**src/rtl/e203_ifu_flush_rsp.sv**
```systemverilog
// rtl/e203_ifu_flush_rsp.sv - IFU fetch sequencer with redirect, drain and halt handling
// Issues sequential fetches up to OUTS_DEPTH deep and tracks their PCs until responses return.
module e203_ifu_flush_rsp #(
    parameter int                 PC_SIZE    = 32,
    parameter int                 OUTS_DEPTH = 2,
    parameter logic [PC_SIZE-1:0] RESET_PC   = 32'h0000_1000
) (
    input  logic               clk,
    input  logic               rst,
    input  logic               flush_req,
    input  logic [PC_SIZE-1:0] flush_add_op1,
    input  logic [PC_SIZE-1:0] flush_add_op2,
    output logic               flush_ack,
    output logic               ifu_req_valid,
    input  logic               ifu_req_ready,
    output logic [PC_SIZE-1:0] ifu_req_pc,
    input  logic               ifu_rsp_valid,
    input  logic [31:0]        ifu_rsp_instr,
    output logic               ifu_rsp_ready,
    output logic               ifu_o_valid,
    output logic [31:0]        ifu_o_instr,
    output logic [PC_SIZE-1:0] ifu_o_pc,
    output logic               ifu_halted
);

    localparam logic [1:0] DEPTH = 2'(OUTS_DEPTH);

    typedef enum logic [1:0] {S_INIT, S_FETCH, S_DRAIN, S_HALT} state_t;

    state_t             state_q, state_d;
    logic [1:0]         cnt_q, cnt_d;
    logic [PC_SIZE-1:0] pc_q, pc_d;
    logic [1:0]         wr_ptr_q, wr_ptr_d;
    logic [1:0]         rd_ptr_q, rd_ptr_d;
    logic [PC_SIZE-1:0] fifo_q [0:3];
    logic [PC_SIZE-1:0] fifo_d [0:3];

    logic req_hsk;
    logic rsp_pop;

    always_comb begin
        ifu_req_valid = (state_q == S_FETCH) && (cnt_q < DEPTH) && !flush_req;
        req_hsk       = ifu_req_valid && ifu_req_ready;
        // Responses with nothing outstanding are leftovers from before a reset.
        rsp_pop       = ifu_rsp_valid && (cnt_q != 2'd0);
        flush_ack     = flush_req && (cnt_q == 2'd0) && (state_q != S_INIT);
        ifu_o_valid   = rsp_pop && (state_q == S_FETCH) && !flush_req;
        ifu_req_pc    = pc_q;
        ifu_o_pc      = fifo_q[rd_ptr_q];
        ifu_o_instr   = ifu_rsp_instr;
        ifu_rsp_ready = 1'b1;
        ifu_halted    = (state_q == S_HALT);
    end

    always_comb begin
        cnt_d    = cnt_q;
        pc_d     = pc_q;
        wr_ptr_d = wr_ptr_q;
        rd_ptr_d = rd_ptr_q;
        fifo_d   = fifo_q;
        state_d  = state_q;

        case ({req_hsk, rsp_pop})
            2'b10:   cnt_d = cnt_q + 2'd1;
            2'b01:   cnt_d = cnt_q - 2'd1;
            default: cnt_d = cnt_q;
        endcase

        if (flush_ack) begin
            pc_d     = flush_add_op1 + flush_add_op2;
            wr_ptr_d = 2'd0;
            rd_ptr_d = 2'd0;
        end else begin
            if (req_hsk) begin
                pc_d             = pc_q + PC_SIZE'(4);
                fifo_d[wr_ptr_q] = pc_q;
                wr_ptr_d         = (wr_ptr_q == DEPTH - 2'd1) ? 2'd0 : wr_ptr_q + 2'd1;
            end
            if (rsp_pop) begin
                rd_ptr_d = (rd_ptr_q == DEPTH - 2'd1) ? 2'd0 : rd_ptr_q + 2'd1;
            end
        end

        case (state_q)
            S_INIT:  state_d = S_FETCH;
            S_FETCH: if (!flush_ack && flush_req) state_d = S_DRAIN;
            S_DRAIN: begin
                if (flush_ack)               state_d = S_FETCH;
                else if (cnt_q == 2'd0)      state_d = S_HALT;
            end
            S_HALT:  if (flush_ack) state_d = S_FETCH;
            default: state_d = S_INIT;
        endcase
    end

    always_ff @(posedge clk or posedge rst) begin
        if (rst) begin
            state_q  <= S_INIT;
            cnt_q    <= 2'd0;
            pc_q     <= RESET_PC;
            wr_ptr_q <= 2'd0;
            rd_ptr_q <= 2'd0;
            fifo_q   <= '{default: '0};
        end else begin
            state_q  <= state_d;
            cnt_q    <= cnt_d;
            pc_q     <= pc_d;
            wr_ptr_q <= wr_ptr_d;
            rd_ptr_q <= rd_ptr_d;
            fifo_q   <= fifo_d;
        end
    end

endmodule

```
**config.mk**
```make
export PLATFORM = sky130hd
export DESIGN_NAME = e203_ifu_flush_rsp
export DESIGN_NICKNAME = d
export VERILOG_FILES = /design/src/rtl/e203_ifu_flush_rsp.sv
export SDC_FILE = /design/constraint.sdc
export NUM_CORES = 1
export LEC_CHECK = 0
export CAP_MARGIN = 20
export CORE_MARGIN = 8
export CORE_UTILIZATION = 56
export DETAILED_ROUTE_END_ITERATION = 7
export PLACE_DENSITY_LB_ADDON = 0.12
export SYNTH_ARGS = -nofsm -noshare
export SYNTH_HDL_FRONTEND = slang
export SYNTH_SLANG_ARGS = --single-unit
export TNS_END_PERCENT = 50
```
**constraint.sdc**
```tcl
create_clock -name clk -period 11.7 [get_ports clk]
set_clock_uncertainty 0.2 [all_clocks]
set_input_delay 2.34 -clock clk [delete_from_list [all_inputs] [get_ports clk]]
set_output_delay 2.34 -clock clk [all_outputs]
set_load 0.005 [all_outputs]
```
==> impl_metrics.py, run 1 <==
metrics = {
    "route": {
        "average_detailed_routed_wire_length_per_instance_um": 21.2,
        "drc": 0,
        "dr.pass1.iters": 5,
        "detailed_route_vias_per_instance": 5.99,
        "drtAntennaViolNets": 0,
        "dr_total_vias": 6858,
        "drt-total-wl_um": 24200,
        "drt_iter0_markers": 425,
    },
    "clock_tree": {
        "max-clock-path-buffers": 2,
        "post_cts.resized_instances": 0,
        "post_cts.repair.setup_buffers": 0,
        "clockRootBuffer": "clkbuf_16",
        "cts-buffers-inserted": 17,
        "clk_pin_slew_ps": 60,
        "postCtsHoldBufs": 0,
        "insertion_delay_ps": 430,
        "cts_tree": "yes",
        "cts.sink_count": 168,
        "ctsHtreeMaxLevel": 4,
    },
    "synthesis": {
        "synthArstFlopShare_pct": 100,
        "synth.mux.area_fraction_pct": 22.5,
        "synth.top_cells.by_area": "dfrtp_1, mux2_2, mux4_2, ha_1, buf_4",
        "netlist.top_cell.by_area": "dfrtp_1",
        "synth_largest_type_area_fraction_pct": 44.0,
        "synthXorXnorAreaFrac_pct": 4.24,
        "synth.yosys.warnings": 0,
        "ys.flop_type": "dfrtp_1",
        "synthDistinctLibCells": 66,
        "ys_seq_area_share_pct": 44.3,
        "synthesized_area_fraction_occupied_by_ao_oa_aoi_and_oai_cells_pct": 10.3,
        "yosys.area_share.adder_pct": 5.22,
        "synth_area_per_cell_um2": 11.6,
        "yosys.cell_count.top_type": "dfrtp_1",
        "synth_common_cells": "dfrtp_1, mux2_2, nand2_1, a21oi_1",
        "simple_gate_portion_of_the_synthesized_area_pct": 8.25,
        "synth_seq_cells": 168,
        "synth_edf_count": 0,
        "postSynthCellCount": 822,
        "largest_family_of_logic_cells_by_synthesized_area": "multiplexers",
        "syn-cell-area_mm2": 0.00950,
        "synthesis.nets": 962,
    },
    "sta": {
        "slew_violations": 0,
        "final.period_utilization_pct": 55.0,
        "timing.slew.headroom_pct": 48.1,
        "min_period_ps": 6440,
        "grt_setup_unrepaired": "no",
        "worst_pin_slew_ps": 771,
        "maxClockFrequency_mhz": 155,
        "fin_setup_tns_ps": 0,
        "hold_viol_final": 0,
        "setup_violations": 0,
    },
    "grt": {
        "grt_pass1_wl_um": 38800,
        "grt_remaining_overflow": 0,
        "antenna_found_initial": 0,
        "gr-usage-all-layers_pct": 22.8,
        "via_count_of_the_first_global_routing_pass": 7213,
        "grt_start_max_net_pins": 91,
    },
    "critical_path": {
        "crit_path_end_kind": "output pin",
        "critical_path_peak_fanout": 33,
        "crit_type": "input pin to output pin",
        "cp.arrival_ps": 3900,
        "critical_path_required_ps": 9160,
        "r2r_setup_slack_ps": 7860,
        "startpoint": "flush_req",
        "r2r_start": "state_q[1]",
        "critical_path.startpoint_type": "input pin",
    },
    "layout": {
        "seqCellArea_mm2": 0.00421,
        "total_nets_final": 1052,
        "ant_diodes": 0,
        "layout_cell_share_with_drive_strength_beyond_1_pct": 22.6,
        "nFillCells": 1205,
        "flow.area_growth_from_synthesis_pct": 20.3,
        "multi_input_comb_area_mm2": 0.00480,
    },
    "place": {
        "io_buffers": 136,
        "hpwl_um": 17500,
        "place.gp.congestion": 0.866,
    },
    "power": {
        "p_per_area_mw_per_mm2": 210,
        "vdd.ir_drop.worst_mv": 0.132,
        "total_power_mw": 2.40,
        "p_leak_nw": 5.05,
    },
    "floorplanning": {
        "area_enclosed_by_the_die_boundary_mm2": 0.0214,
        "floorplan.initialDensity_pct": 57.3,
        "top_level_port_count": 202,
        "core_region_area_mm2": 0.0166,
        "rows": 47,
        "die_w_um": 146,
        "die_height_um": 146,
    },
    "min_path": {
        "worst_hold_path_type": "flop to flop",
        "worst_hold_start": "fifo_q[58]",
    },
    "job": {
        "cap_violations": 0,
    },
    "run_status": {
        "status": "completed",
    },
}
## final timing paths
kind	cells past startpoint	to
worst max register to register	8	fifo_q[123]
worst min-delay path	2	fifo_q[58]
worst min register to register	2	fifo_q[58]
worst max-delay path	5	flush_ack
min in group asynchronous	2	fifo_q[124]
max in group asynchronous	4	rd_ptr_q[0]
## sequential cells by signal, indices dropped and copies added (netlist names)
name / count
cnt_q: 2
fifo_q: 128
state_q: 2
ifu_req_pc: 32
rd_ptr_q: 2
wr_ptr_q: 2
## layout make-up
cell class / instances / area share, %
clock buffers: 22 / 4.24
multi-input cells: 560 / 42.0
repair buffers: 146 / 12.9
well taps: 220 / 2.41
clock inverters: 9 / 0.996
flip-flops and latches: 168 / 36.8
inverters: 19 / 0.668
## cell usage in the layout, fill, tap and decap left out, types with 4 or more instances in the layout
| cell type | count |
|---|---|
| a211oi_1 | 6 |
| a21o_1 | 8 |
| a21oi_1 | 48 |
| a31oi_1 | 7 |
| and3_1 | 5 |
| buf_4 | 8 |
| clkbuf_16 | 17 |
| clkbuf_8 | 4 |
| clkdlybuf4s50_1 | 136 |
| dfrtp_1 | 166 |
| ha_1 | 38 |
| inv_1 | 16 |
| mux2_2 | 122 |
| mux2i_1 | 4 |
| mux4_2 | 32 |
| nand2_1 | 56 |
| nand3_1 | 19 |
| nand4_1 | 12 |
| nor2_1 | 34 |
| nor3_1 | 6 |
| o211ai_1 | 9 |
| o21a_1 | 6 |
| o21ai_0 | 38 |
| xnor2_1 | 23 |
| xor2_1 | 23 |
## where the power goes
| group | switching [mW] | leakage, nW | internal (mW) |
|---|---|---|---|
| logic | 0.349 | 2.58 | 0.537 |
| registers | 0.210 | 2.18 | 0.741 |
| clock network | 0.225 | 0.285 | 0.337 |
| total | 0.785 | 5.05 | 1.62 |
## cells by family after synthesis
logic type	count (synthesis)
AO/OA/AOI/OAI	155
flip-flops	168
adder cells (fa/ha/maj)	39
multiplexers	158
AND/OR/NAND/NOR	161
XOR/XNOR	46
other	1
buffers and inverters	94
## stage by stage
stage,area [um^2],setup WS (ps),util [%],hold slack [ps],cells
after floorplan,9500,4610,-,245,822
after global placement,10800,5290,65.0,260,1111
after detailed placement,10800,5270,65.0,270,1111
after CTS,11400,5260,68.6,284,1142
after global routing,11400,5150,68.9,314,1144
final,11400,5260,68.9,282,1144
## critical path: stages
cell and delay (ps):
clkdlybuf4s50_1 460, nand3b_1 100, buf_4 330, clkinv_1 160
clkdlybuf4s50_1 480
## layer usage
metal  share of wire, %  track usage, %  up-vias
met4                2.4            8.96        0
met1                 43            29.0     3409
met3                5.6            5.53       51
met2                 49            37.0      238
met5                  0               0        -
li1                   -               -     3160
Note: power is estimated with default switching activity, not from simulation.
==> run 2, diff against run 1 <==
--- a/config.mk
+++ b/config.mk
@@ -7,7 +7,7 @@
 export LEC_CHECK = 0
 export CAP_MARGIN = 20
 export CORE_MARGIN = 8
-export CORE_UTILIZATION = 56
+export CORE_UTILIZATION = 52
 export DETAILED_ROUTE_END_ITERATION = 7
 export PLACE_DENSITY_LB_ADDON = 0.12
 export SYNTH_ARGS = -nofsm -noshare
==> constraint.sdc (replaced) <==
create_clock -name clk -period 6.05 [get_ports clk]
set_clock_uncertainty 0.2 [all_clocks]
set_input_delay 1.21 -clock clk [delete_from_list [all_inputs] [get_ports clk]]
set_output_delay 1.21 -clock clk [all_outputs]
set_load 0.005 [all_outputs]
==> run 2 against run 1 <==
Combinational power is 92% higher. Via count rose by 0.47%. Cell count rose by 0.96%. Design area unchanged. Critical endpoint is now ifu_req_pc[30].
==> impl_metrics.py, run 2 (synthesis gave the netlist of run 1 again) <==
metrics = {
    "run_status": {
        "status": "completed",
    },
    "floorplanning": {
        "die_height_um": 151,
        "area_enclosed_by_the_die_boundary_mm2": 0.0228,
        "core_region_area_mm2": 0.0180,
        "die_w_um": 151,
        "rows": 49,
        "floorplan.initialDensity_pct": 52.9,
        "top_level_port_count": 202,
    },
    "sta": {
        "final_critical_path_setup_slack_ps": 1960,
        "hold_viol_final": 0,
        "min_period_ps": 4090,
        "slew_violations": 0,
        "worst_pin_slew_ps": 904,
        "grt_setup_unrepaired": "no",
        "maxClockFrequency_mhz": 245,
        "timing.slew.headroom_pct": 39.7,
        "hold-worst-slack_ps": 294,
        "final.period_utilization_pct": 67.6,
        "setup_violations": 0,
        "fin_setup_tns_ps": 0,
    },
    "critical_path": {
        "delay_of_the_slowest_cell_on_the_worst_path_ps": 490,
        "critPathSlowestCell": "a2111oi_0",
        "crit_chain": "clkdlybuf4s50_1 -> ha_1 -> a2111oi_0 -> o21ai_0 -> a311oi_2 -> a31oi_1 -> a31oi_1 -> o2111ai_1 -> mux2i_1 -> a21oi_1",
        "cp_top_family": "compound AO/OA/AOI/OAI gates",
        "critical_path_required_ps": 6150,
        "crit_type": "input pin to flop",
        "crit_path_end_kind": "flop",
        "cp.arrival_ps": 4190,
        "critical_path.startpoint_type": "input pin",
        "critical_path_peak_fanout": 6,
        "critical_path.most_common_cell": "a31oi_1",
        "bufs_and_invs_on_worst_path": 1,
    },
    "layout": {
        "final_common_cell": "dfrtp_1",
        "top_register": "fifo_q",
        "layoutNonFillerInstCount": 1155,
        "largest_register_ffs": 128,
        "nFillCells": 1398,
        "leading_cell_types_in_the_layout_fill_and_taps_excluded": "dfrtp_1, clkdlybuf4s50_1, mux2_2",
        "ant_diodes": 0,
        "total_nets_final": 1053,
        "flow.area_growth_from_synthesis_pct": 20.3,
        "layout_cell_share_with_drive_strength_beyond_1_pct": 22.9,
    },
    "route": {
        "drt-total-wl_um": 24100,
        "dr.pass1.iters": 4,
        "drt_iter0_markers": 374,
        "drc": 0,
        "detailed_route_vias_per_instance": 5.97,
        "drtAntennaViolNets": 0,
        "dr_total_vias": 6890,
        "average_detailed_routed_wire_length_per_instance_um": 20.9,
    },
    "place": {
        "pre_cts_slack_ps": 1590,
        "hpwl_um": 17500,
        "placed_cell_count": 1122,
        "io_buffers": 136,
        "place.gp.congestion": 0.874,
    },
    "clock_tree": {
        "cts-buffers-inserted": 17,
        "insertion_delay_ps": 430,
        "postCtsHoldBufs": 0,
        "clockRootBuffer": "clkbuf_16",
        "max-clock-path-buffers": 2,
        "cts_tree": "yes",
        "ctsHtreeMaxLevel": 4,
        "clk_pin_slew_ps": 70,
        "post_cts.resized_instances": 0,
        "post_cts.repair.setup_buffers": 0,
        "cts.sink_count": 168,
    },
    "grt": {
        "grt_remaining_overflow": 0,
        "grt_pass1_wl_um": 38700,
        "via_count_of_the_first_global_routing_pass": 7343,
        "antenna_found_initial": 0,
        "grt_start_max_net_pins": 104,
        "gr-usage-all-layers_pct": 21.8,
    },
    "job": {
        "cap_violations": 0,
    },
    "power": {
        "p_per_area_mw_per_mm2": 406,
        "p_leak_nw": 5.03,
        "vdd.ir_drop.worst_mv": 0.352,
    },
    "min_path": {
        "worst_hold_path_type": "flop to flop",
    },
}
run 2: cell count changes in the layout (fill, tap and decap cells not counted), sizes merged:
| cell | previous run | this run |
|---|---|---|
| buf | 10 | 11 |
| clkbuf | 22 | 19 |
| inv | 19 | 18 |
| clkinvlp | 3 | 8 |
run 2: layout make-up:
| cell class | count | area, um^2 | area share [%] |
|---|---|---|---|
| clock buffers | 19 | 453 | 3.96 |
| well taps | 229 | 287 | 2.51 |
| clock inverters | 13 | 146 | 1.28 |
| multi-input cells | 560 | 4800 | 42.0 |
| inverters | 19 | 76.3 | 0.668 |
| repair buffers | 147 | 1460 | 12.7 |
| flip-flops and latches | 168 | 4210 | 36.8 |
run 2: metal layers:
metal	GRT usage, %	part of all wire (%)	vias up
met1	27.9	44	3430
li1	-	-	3160
met5	0	0	-
met4	7.92	2.2	0
met2	34.9	48	253
met3	5.83	6.0	47
run 2: tightest hold or removal path, delay by kind of cell (launching register included):
| family | cells | cell delay, ps |
|---|---|---|
| AO/OA/AOI/OAI | 1 | 60 |
| flip-flops | 1 | 350 |
| AND/OR/NAND/NOR | 1 | 50 |
run 2: through the flow:
stage | util, % | cell area [um^2] | power [mW]
final | 63.6 | 11400 | 4.64
after global routing | 63.6 | 11400 | 4.90
after CTS | 63.5 | 11400 | 4.66
after detailed placement | 60.2 | 10800 | 3.56
after global placement | 60.2 | 10800 | 3.49
after floorplan | - | 9500 | 2.70
run 2: power breakdown:
group / internal, mW / switching [mW] / total [mW]
clock: 0.631 / 0.459 / 1.09
combinational: 1.04 / 0.661 / 1.70
sequential: 1.43 / 0.419 / 1.85
total: 3.10 / 1.54 / 4.64
run 2: worst paths after layout:
check | start | end | slack [ps] | depth (start not counted)
min in group asynchronous | rst | fifo_q[124] | 1130 | 2
max in group asynchronous | rst | ifu_req_pc[7] | 3380 | 3
worst max register to register | state_q[1] | fifo_q[45] | 2620 | 10
worst max-delay path | flush_add_op1[9] | ifu_req_pc[30] | 1960 | 10
worst min register to register | fifo_q[23] | fifo_q[23] | 290 | 2
worst min-delay path | fifo_q[23] | fifo_q[23] | 290 | 2
==> run 3, diff against run 2 <==
--- a/config.mk
+++ b/config.mk
@@ -7,7 +7,7 @@
 export LEC_CHECK = 0
 export CAP_MARGIN = 20
 export CORE_MARGIN = 8
-export CORE_UTILIZATION = 52
+export CORE_UTILIZATION = 47
 export DETAILED_ROUTE_END_ITERATION = 7
 export PLACE_DENSITY_LB_ADDON = 0.12
 export SYNTH_ARGS = -nofsm -noshare
==> constraint.sdc (replaced) <==
create_clock -name clk -period 3.76 [get_ports clk]
set_clock_uncertainty 0.2 [all_clocks]
set_input_delay 0.752 -clock clk [delete_from_list [all_inputs] [get_ports clk]]
set_output_delay 0.752 -clock clk [all_outputs]
set_load 0.005 [all_outputs]
==> run 3 against run 2 <==
Highest routed layer unchanged. Via count shrank 1.9%. Non-clock buffer count is 17 higher. Power up 62%. Clock-buffer cell count is 3 higher. Critical path type is now flop to output pin. Core utilization fell by 5.4 points. Sequential power up 58%. Critical path depth fell by 7. Sequential share of layout area fell by 0.76 points. Worst setup slack worse by 1600 ps.
==> impl_metrics.py, run 3 (synthesis gave the netlist of run 1 again) <==
metrics = {
    "critical_path": {
        "critical_path.startpoint_type": "flop",
        "r2r_start": "state_q[1]",
        "critical_path_required_ps": 2810,
        "crit_chain": "buf_12 -> mux4_2 -> clkdlybuf4s50_1",
        "cp_top_family": "buffers and inverters",
        "crit_end": "ifu_o_pc[8]",
        "startpoint": "rd_ptr_q[1]",
        "bufs_and_invs_on_worst_path": 2,
        "delay_of_the_slowest_cell_on_the_worst_path_ps": 670,
        "cp.arrival_ps": 2420,
        "worst_r2r_endpoint": "ifu_req_pc[30]",
        "crit_path_end_kind": "output pin",
        "r2r_setup_slack_ps": 670,
        "cp_num_cells": 3,
        "crit_type": "flop to output pin",
        "critPathSlowestCell": "dfrtp_1",
        "reg2regPathDepth": 11,
        "critical_path_peak_fanout": 25,
    },
    "place": {
        "placed_cell_count": 1181,
        "post_dp_cell_area_mm2": 0.0111,
        "place.gp.congestion": 0.862,
        "pre_cts_slack_ps": -31.4,
        "io_buffers": 136,
        "hpwl_um": 17500,
    },
    "layout": {
        "largest_register_ffs": 128,
        "ant_diodes": 0,
        "layoutNonFillerInstCount": 1212,
        "final_util_pct": 58.2,
        "nFillCells": 1662,
        "flow.area_growth_from_synthesis_pct": 22.8,
        "final_common_cell": "dfrtp_1",
        "top_register": "fifo_q",
        "total_nets_final": 1070,
        "leading_cell_types_in_the_layout_fill_and_taps_excluded": "dfrtp_1, clkdlybuf4s50_1, mux2_2",
        "stdcell_area_mm2": 0.0117,
        "layout_cell_share_with_drive_strength_beyond_1_pct": 23.9,
    },
    "grt": {
        "via_count_of_the_first_global_routing_pass": 7190,
        "grt_remaining_overflow": 0,
        "antenna_found_initial": 0,
        "grt_start_max_net_pins": 59,
        "grt_pass1_wl_um": 38100,
        "gr-usage-all-layers_pct": 19.6,
    },
    "sta": {
        "final_critical_path_setup_slack_ps": 384,
        "timing.slew.headroom_pct": 53.2,
        "grt_setup_unrepaired": "no",
        "maxClockFrequency_mhz": 296,
        "worst_pin_slew_ps": 700,
        "min_period_ps": 3380,
        "slew_violations": 0,
        "hold_viol_final": 0,
        "setup_violations": 0,
        "final.period_utilization_pct": 89.8,
    },
    "route": {
        "dr_total_vias": 6757,
        "drc": 0,
        "detailed_route_vias_per_instance": 5.58,
        "drt-total-wl_um": 23700,
        "drt_iter0_markers": 304,
        "dr.pass1.iters": 5,
        "drtAntennaViolNets": 0,
        "average_detailed_routed_wire_length_per_instance_um": 19.5,
    },
    "power": {
        "vdd.ir_drop.worst_mv": 0.296,
        "p_leak_nw": 5.16,
        "p_per_area_mw_per_mm2": 645,
    },
    "floorplanning": {
        "die_w_um": 158,
        "die_height_um": 158,
        "top_level_port_count": 202,
        "area_enclosed_by_the_die_boundary_mm2": 0.0250,
        "core_region_area_mm2": 0.0200,
        "floorplan.initialDensity_pct": 47.4,
        "rows": 52,
    },
    "run_status": {
        "status": "completed",
    },
    "clock_tree": {
        "postCtsHoldBufs": 0,
        "insertion_delay_ps": 410,
        "ctsHtreeMaxLevel": 4,
        "post_cts.resized_instances": 0,
        "clockRootBuffer": "clkbuf_16",
        "post_cts.repair.setup_buffers": 0,
        "cts.sink_count": 168,
        "cts-buffers-inserted": 17,
        "clk_pin_slew_ps": 60,
        "max-clock-path-buffers": 2,
        "cts_tree": "yes",
    },
    "min_path": {
        "worst_hold_path_type": "flop to flop",
    },
    "job": {
        "cap_violations": 0,
    },
}
## run 3: cell types whose count changed in the layout (fill, tap and decap cells not counted), sizes merged
| cell | before | now |
|---|---|---|
| clkinv | 4 | 7 |
| clkinvlp | 8 | 1 |
| buf | 11 | 28 |
| bufinv | 2 | 4 |
| inv | 18 | 16 |
| clkbuf | 19 | 22 |
## run 3: worst min-delay path by stage
stage | startpoint | to | slack (ps) | depth (start not counted)
global route | fifo_q[90] | fifo_q[90] | 300 | 2
floorplan | fifo_q[55] | fifo_q[55] | 240 | 2
global placement | fifo_q[87] | fifo_q[87] | 260 | 2
CTS | fifo_q[23] | fifo_q[23] | 280 | 2
finish | fifo_q[90] | fifo_q[90] | 280 | 2
detailed placement | fifo_q[23] | fifo_q[23] | 270 | 2
## run 3: worst register-to-register path, delay by kind of cell, from the launching register on
kind | cells | cell delay (ps)
flip-flops | 1 | 410
buffers and inverters | 2 | 320
AND/OR/NAND/NOR | 5 | 1460
AO/OA/AOI/OAI | 2 | 200
adder cells (fa/ha/maj) | 1 | 230
XOR/XNOR | 1 | 150
## run 3: through the flow
step / setup TNS [ps] / hold slack, ps / power, mW
final: 0 / 280 / 7.53
after global routing: 0 / 298 / 7.99
after CTS: 0 / 283 / 7.63
after detailed placement: -31.4 / 269 / 5.80
after global placement: 0 / 258 / 5.68
after floorplan: 0 / 245 / 4.34
## run 3: final cells by class
class	count	area, um^2	share of cell area [%]
Multi-Input combinational cell	560	4800	41.2
Sequential cell	168	4210	36.0
Timing Repair Buffer	164	1630	14.0
Clock buffer	22	464	3.98
Tap cell	270	338	2.90
Clock inverter	9	149	1.28
Inverter	19	75.1	0.643
## run 3: where the power goes
part	switching [mW]	total (mW)	internal (mW)
combinational	1.10	2.81	1.71
sequential	0.614	2.92	2.30
clock	0.665	1.81	1.14
total	2.38	7.53	5.15
## run 3: per-layer routing
layer | vias to the layer above | part of all wire, % | track usage (%)
met5 | - | 0 | 0
met4 | 0 | 1.3 | 6.02
met3 | 35 | 5.5 | 4.70
met2 | 179 | 49 | 32.2
met1 | 3357 | 44 | 25.3
li1 | 3186 | - | -
==> edit 1, RTL diff (flow settings as in run 2) <==
Encoding of `state_t`: now one-hot (4 bits for 4 states).
--- a/src/rtl/e203_ifu_flush_rsp.sv
+++ b/src/rtl/e203_ifu_flush_rsp.sv
@@ -25,7 +25,7 @@
 
     localparam logic [1:0] DEPTH = 2'(OUTS_DEPTH);
 
-    typedef enum logic [1:0] {S_INIT, S_FETCH, S_DRAIN, S_HALT} state_t;
+    typedef enum logic [3:0] {S_INIT = 4'b0001, S_FETCH = 4'b0010, S_DRAIN = 4'b0100, S_HALT = 4'b1000} state_t;
 
     state_t             state_q, state_d;
     logic [1:0]         cnt_q, cnt_d;
Function: same outputs for any inputs over 4 cycles, from zero or initial values and one cycle with rst high; so few cycles prove little.
==> edit 1 against run 2 <==
Total power fell by 0.72%; setup slack worse by 140 ps; final area rose by 2.4%; wire length decreased by 2.9%; register-to-register slack gained 580 ps; area after synthesis increased by 3.7%; hold slack lost 16 ps; sequential cell count grew 2; combinational power fell by 4%; critical endpoint is now ifu_o_pc[30].
==> edit 1: results (changes against run 2) <==
synth_cell_type_count: 64  # was 66
switchingPower_w: 0.00150  # was 0.00154 W
wl_met2_mm: 10.5  # was 11.5 mm
worstPathMaxFanout: 19  # was 6
num_vias: 7048  # was 6890
ys_top_cells_by_count: "dfrtp_1 (168), mux2_2 (88), nand2_1 (63)"  # was dfrtp_1 (167), mux2_2 (122), nand2_1 (56)
drt_first_pass_iters: 5  # was 4
vdd_drop_max_v: 0.000167  # was 0.000352 V
wire_per_inst_um: 19.4  # was 20.9 um
cp_top_family: "buffers and inverters"  # was compound AO/OA/AOI/OAI gates
r2r_cells: 6  # was 10
power.leakage_nw: 5.21  # was 5.03 nW
clkTransAtPathRegs_ps: 60
n_antenna_cell: 0  # unchanged
hold_path.class: "reg -> reg"  # unchanged
port-buffer-count: 136  # unchanged
relSlewSlack_pct: 44.5  # was 39.7%
htree_levels: 4  # unchanged
routed-wl-met3_mm: 1.27  # was 1.46 mm
yosysWarnings: 0  # unchanged
cts_max_path_buffers: 2  # unchanged
yosysSeqAreaShare_pct: 43.2  # was 44.3%
drive_above_1_share_pct: 18.0  # was 22.9%
dp_slack_ps: 1780  # was 1590 ps
grt_pass1_wl_mm: 39.2  # was 38.7 mm
track_usage_pct: 20.5  # was 21.8%
m1WireLength_mm: 11.3  # was 10.6 mm
clkLatencyLatePin_ps: 420
synthArstFlopShare_pct: 100  # unchanged
synth_nets: 1017  # was 962
place_hpwl_mm: 16.8  # was 17.5 mm
status: "finished, final reports clean"  # unchanged
crit_arrival_ps: 2820  # was 4190 ps
highest_layer: "met4"  # unchanged
largest_reg_flops: 128  # unchanged
cts_setup_buffers: 0  # unchanged
crit_path_max_incr_delay_ps: 880  # was 490 ps
critPathSlowestCell: "dfrtp_1"  # was a2111oi_0
routabilityCongestion: 0.867  # was 0.874
drt_iter0_drc: 452  # was 374
grt_max_degree: 95  # was 104
antenna_found_initial: 0  # unchanged
grt_pass1_vias: 7414  # was 7343
cts_resized: 0  # unchanged
synth_area_leaders: "dfrtp_1 (43%), mux2_2 (10%), mux4_2 (7.3%), ha_1 (4.2%), mux2_1 (3.3%)"  # was dfrtp_1 (44%), mux2_2 (14%), mux4_2 (7.6%), ha_1 (5.0%), buf_4 (2.8%)
top_register: "fifo_q"  # unchanged
fill_cells: 1575  # was 1398
final_nets: 1095  # was 1053
hold_depth: 2  # unchanged
root_buffer: "clkbuf_16"  # unchanged
cts_buffers: 17  # unchanged
## edit 1: changes by cell type after synthesis, moves of 8 or more
cell     change
nor3_1       +8
o21ai_0     +14
mux2_2      -34
buf_2       +20
mux2_1      +29
a21oi_1      -9
## edit 1: metal layers
layer  vias to the layer above  track usage (%)
met2                       189             31.7
li1                       3361                -
met1                      3455             28.0
met4                         0             6.67
met3                        43             4.90
met5                         -                0
## edit 1: area by class of cell
type / count / area (um^2) / area share [%]
Inverter: 19 / 76.3 / 0.652
Clock inverter: 12 / 146 / 1.25
Sequential cell: 170 / 4260 / 36.4
Tap cell: 234 / 293 / 2.50
Timing Repair Buffer: 146 / 1440 / 12.3
Clock buffer: 19 / 453 / 3.87
Multi-Input combinational cell: 606 / 5040 / 43.1
## edit 1: cell families (layout without fill, tap and decap cells)
group / Yosys count / count (layout) / synth area share [%]
AO/OA/AOI/OAI: 163 / 163 / 10.4
buffers and inverters: 106 / 196 / 5.70
flip-flops: 170 / 170 / 43.2
other: 1 / 1 / 0.0381
multiplexers: 154 / 154 / 21.2
XOR/XNOR: 44 / 44 / 3.91
adder cells (fa/ha/maj): 34 / 34 / 4.39
AND/OR/NAND/NOR: 210 / 210 / 11.2
## edit 1: worst register-to-register path, cell delays in order, from the launching register on
cell	delay, ps
dfrtp_1	500
nand2b_1	130
and4bb_1	720
inv_2	190
nor3_4	140
buf_4	440
mux2_2	410
## edit 1: path summary, 6_finish.rpt
check                             from      endpoint  slack [ps]
hold reg to reg             fifo_q[11]    fifo_q[11]         280
hold / removal              fifo_q[11]    fifo_q[11]         280
max in group asynchronous          rst   fifo_q[112]        3450
min in group asynchronous          rst   fifo_q[102]        1150
setup / recovery           rd_ptr_q[1]  ifu_o_pc[30]        1820
setup reg to reg            state_q[1]   fifo_q[116]        3200
## edit 1: metrics by stage
| stage | cell area [um^2] | util [%] | instances | total power, W |
|---|---|---|---|---|
| CTS | 11700 | 62.8 | 1206 | 0.00465 |
| global placement | 11100 | 59.6 | 1175 | 0.00351 |
| finish | 11700 | 62.8 | 1206 | 0.00460 |
| floorplan | 9850 | - | 882 | 0.00270 |
| detailed placement | 11100 | 59.6 | 1175 | 0.00354 |
| global route | 11700 | 62.8 | 1206 | 0.00488 |
## edit 1: power groups by stage
stage | Sequential, W | Combinational, W | Clock, W
after detailed placement | 0.00190 | 0.00164 | 0
final | 0.00188 | 0.00163 | 0.00109
after global placement | 0.00189 | 0.00162 | 0
after CTS | 0.00188 | 0.00165 | 0.00111
after global routing | 0.00194 | 0.00178 | 0.00116
after floorplan | 0.00166 | 0.00104 | 0
==> edit 2, RTL diff (config.mk and constraints of run 2) <==
Made on the original files. `PC_SIZE`: 32 -> 64.
--- a/src/rtl/e203_ifu_flush_rsp.sv
+++ b/src/rtl/e203_ifu_flush_rsp.sv
@@ -1,7 +1,7 @@
 // rtl/e203_ifu_flush_rsp.sv - IFU fetch sequencer with redirect, drain and halt handling
 // Issues sequential fetches up to OUTS_DEPTH deep and tracks their PCs until responses return.
 module e203_ifu_flush_rsp #(
-    parameter int                 PC_SIZE    = 32,
+    parameter int                 PC_SIZE    = 64,
     parameter int                 OUTS_DEPTH = 2,
     parameter logic [PC_SIZE-1:0] RESET_PC   = 32'h0000_1000
 ) (
Interface: changed (resized flush_add_op1, flush_add_op2, ifu_o_pc and ifu_req_pc); port bits go from 202 to 330. No check against the original RTL was run, so the function may have changed too.
==> edit 2 against run 2 <==
Wire length up 110%; final area up 98%; synthesized cell count up 99%; area after synthesis up 98%; setup slack worse by 370 ps; non-clock buffer count up 132; sequential cell count up 160; total power up 96%; critical path type is now reg -> out; critical endpoint is now ifu_o_pc[54]; largest cell class unchanged; highest routed layer unchanged.
==> edit 2: results (changes against run 2) <==
status: "finished, final reports clean"  # unchanged
yosysSeqAreaShare_pct: 43.7  # was 44.3%
via_per_inst: 5.96  # was 5.97
rrSetupSlack_ps: 2610  # was 2620 ps
routabilityCongestion: 0.908  # was 0.874
grt_max_degree: 177  # was 104
worstPathMaxFanout: 48  # was 6
cts_max_path_buffers: 3  # was 2
final_nets: 2062  # was 1053
pg_comb_w: 0.00343  # was 0.00170 W
crit_path_start: "rd_ptr_q[0]"  # was flush_add_op1[9]
grt_use_met3_pct: 3.75  # was 5.83%
synth_area_leaders: "dfrtp_1 (44%), mux2_2 (13%), mux4_2 (7.7%), ha_1 (4.6%), xnor2_1 (3.1%)"  # was dfrtp_1 (44%), mux2_2 (14%), mux4_2 (7.6%), ha_1 (5.0%), buf_4 (2.8%)
hold_end: "fifo_q[106]"  # was fifo_q[23]
ys_top_cells_by_count: "dfrtp_1 (327), mux2_2 (225), nand2_1 (121)"  # was dfrtp_1 (167), mux2_2 (122), nand2_1 (56)
synth-compound-area-share_pct: 10.3  # about the same
wl_met2_mm: 22.7  # was 11.5 mm
power.leakage_nw: 10.0  # was 5.03 nW
drt_iter0_drc: 971  # was 374
ys.flop_type: "dfrtp_1"  # unchanged
grt_use_met2_pct: 36.2  # was 34.9%
place_hpwl_mm: 37.0  # was 17.5 mm
cp_top_family: "flip-flops"  # was compound AO/OA/AOI/OAI gates
drive_above_1_share_pct: 21.0  # was 22.9%
timing.rr.end: "fifo_q[65]"  # was fifo_q[45]
drt_first_pass_iters: 6  # was 4
grt_pass1_wl_mm: 80.4  # was 38.7 mm
track_usage_pct: 23.7  # was 21.8%
synth_nets: 1874  # was 962
largest_reg_flops: 256  # was 128
crit_path_max_incr_delay_ps: 1120  # was 490 ps
swShare_pct: 33.3  # was 33.2%
m1WireLength_mm: 24.5  # was 10.6 mm
critPathSlowestCell: "dfrtp_4"  # was a2111oi_0
cts_resized: 0  # unchanged
holdCritStartpoint: "fifo_q[106]"  # was fifo_q[23]
synth_cell_type_count: 84  # was 66
clkLatencyLatePin_ps: 500  # was 430 ps
fill_cells: 2854  # was 1398
crit_arrival_ps: 3050  # was 4190 ps
grt_pass1_vias: 14089  # was 7343
vdd_drop_max_v: 0.000288  # was 0.000352 V
placed_cells: 2252  # was 1122
htree_levels: 2  # was 4
synth_xor_area_share_pct: 5.17  # was 4.24%
cts_buffers: 34  # was 17
netlist_instances: 1639  # was 822
worstReg2RegStart: "state_q[1]"  # unchanged
grt_util_met1_pct: 35.1  # was 27.9%
switchingPower_w: 0.00303  # was 0.00154 W
port-buffer-count: 264  # was 136
relSlewSlack_pct: 25.5  # was 39.7%
wire_per_inst_um: 22.1  # was 20.9 um
synthAdderAreaFrac_pct: 4.70  # was 5.22%
drt_wl_total_mm: 51.0  # was 24.1 mm
synth_mux_area_share_pct: 22.5  # about the same
seq_power_share_pct: 40.5  # was 39.9%
-- edit 2: per-stage QoR --
step                      worst slack (ps)  util, %  hold slack, ps  instance area (um^2)
after detailed placement              1260     60.6             268                 21600
after global routing                  1370     63.6             310                 22600
after global placement                1300     60.6             256                 21600
after floorplan                        262        -             245                 18800
after CTS                             1460     63.6             280                 22600
final                                 1590     63.6             278                 22600
-- edit 2: worst max path at each step --
stage | to | depth (start not counted)
5_1_grt | ifu_o_pc[54] | 3
2_1_floorplan | cnt_q[0] | 1
4_1_cts | ifu_o_pc[54] | 3
3_5_place_dp | ifu_req_pc[60] | 14
6_report | ifu_o_pc[54] | 3
3_3_place_gp | ifu_req_pc[60] | 14
-- edit 2: cell type report --
class	instances	area, um^2	share of cell area, %
sequential	328	8210	36.3
clock inverter	6	61.3	0.271
tap	461	577	2.55
multi-input combinational	1156	9870	43.7
timing repair buffer	279	2780	12.3
inverter	28	109	0.482
clock buffer	53	993	4.39
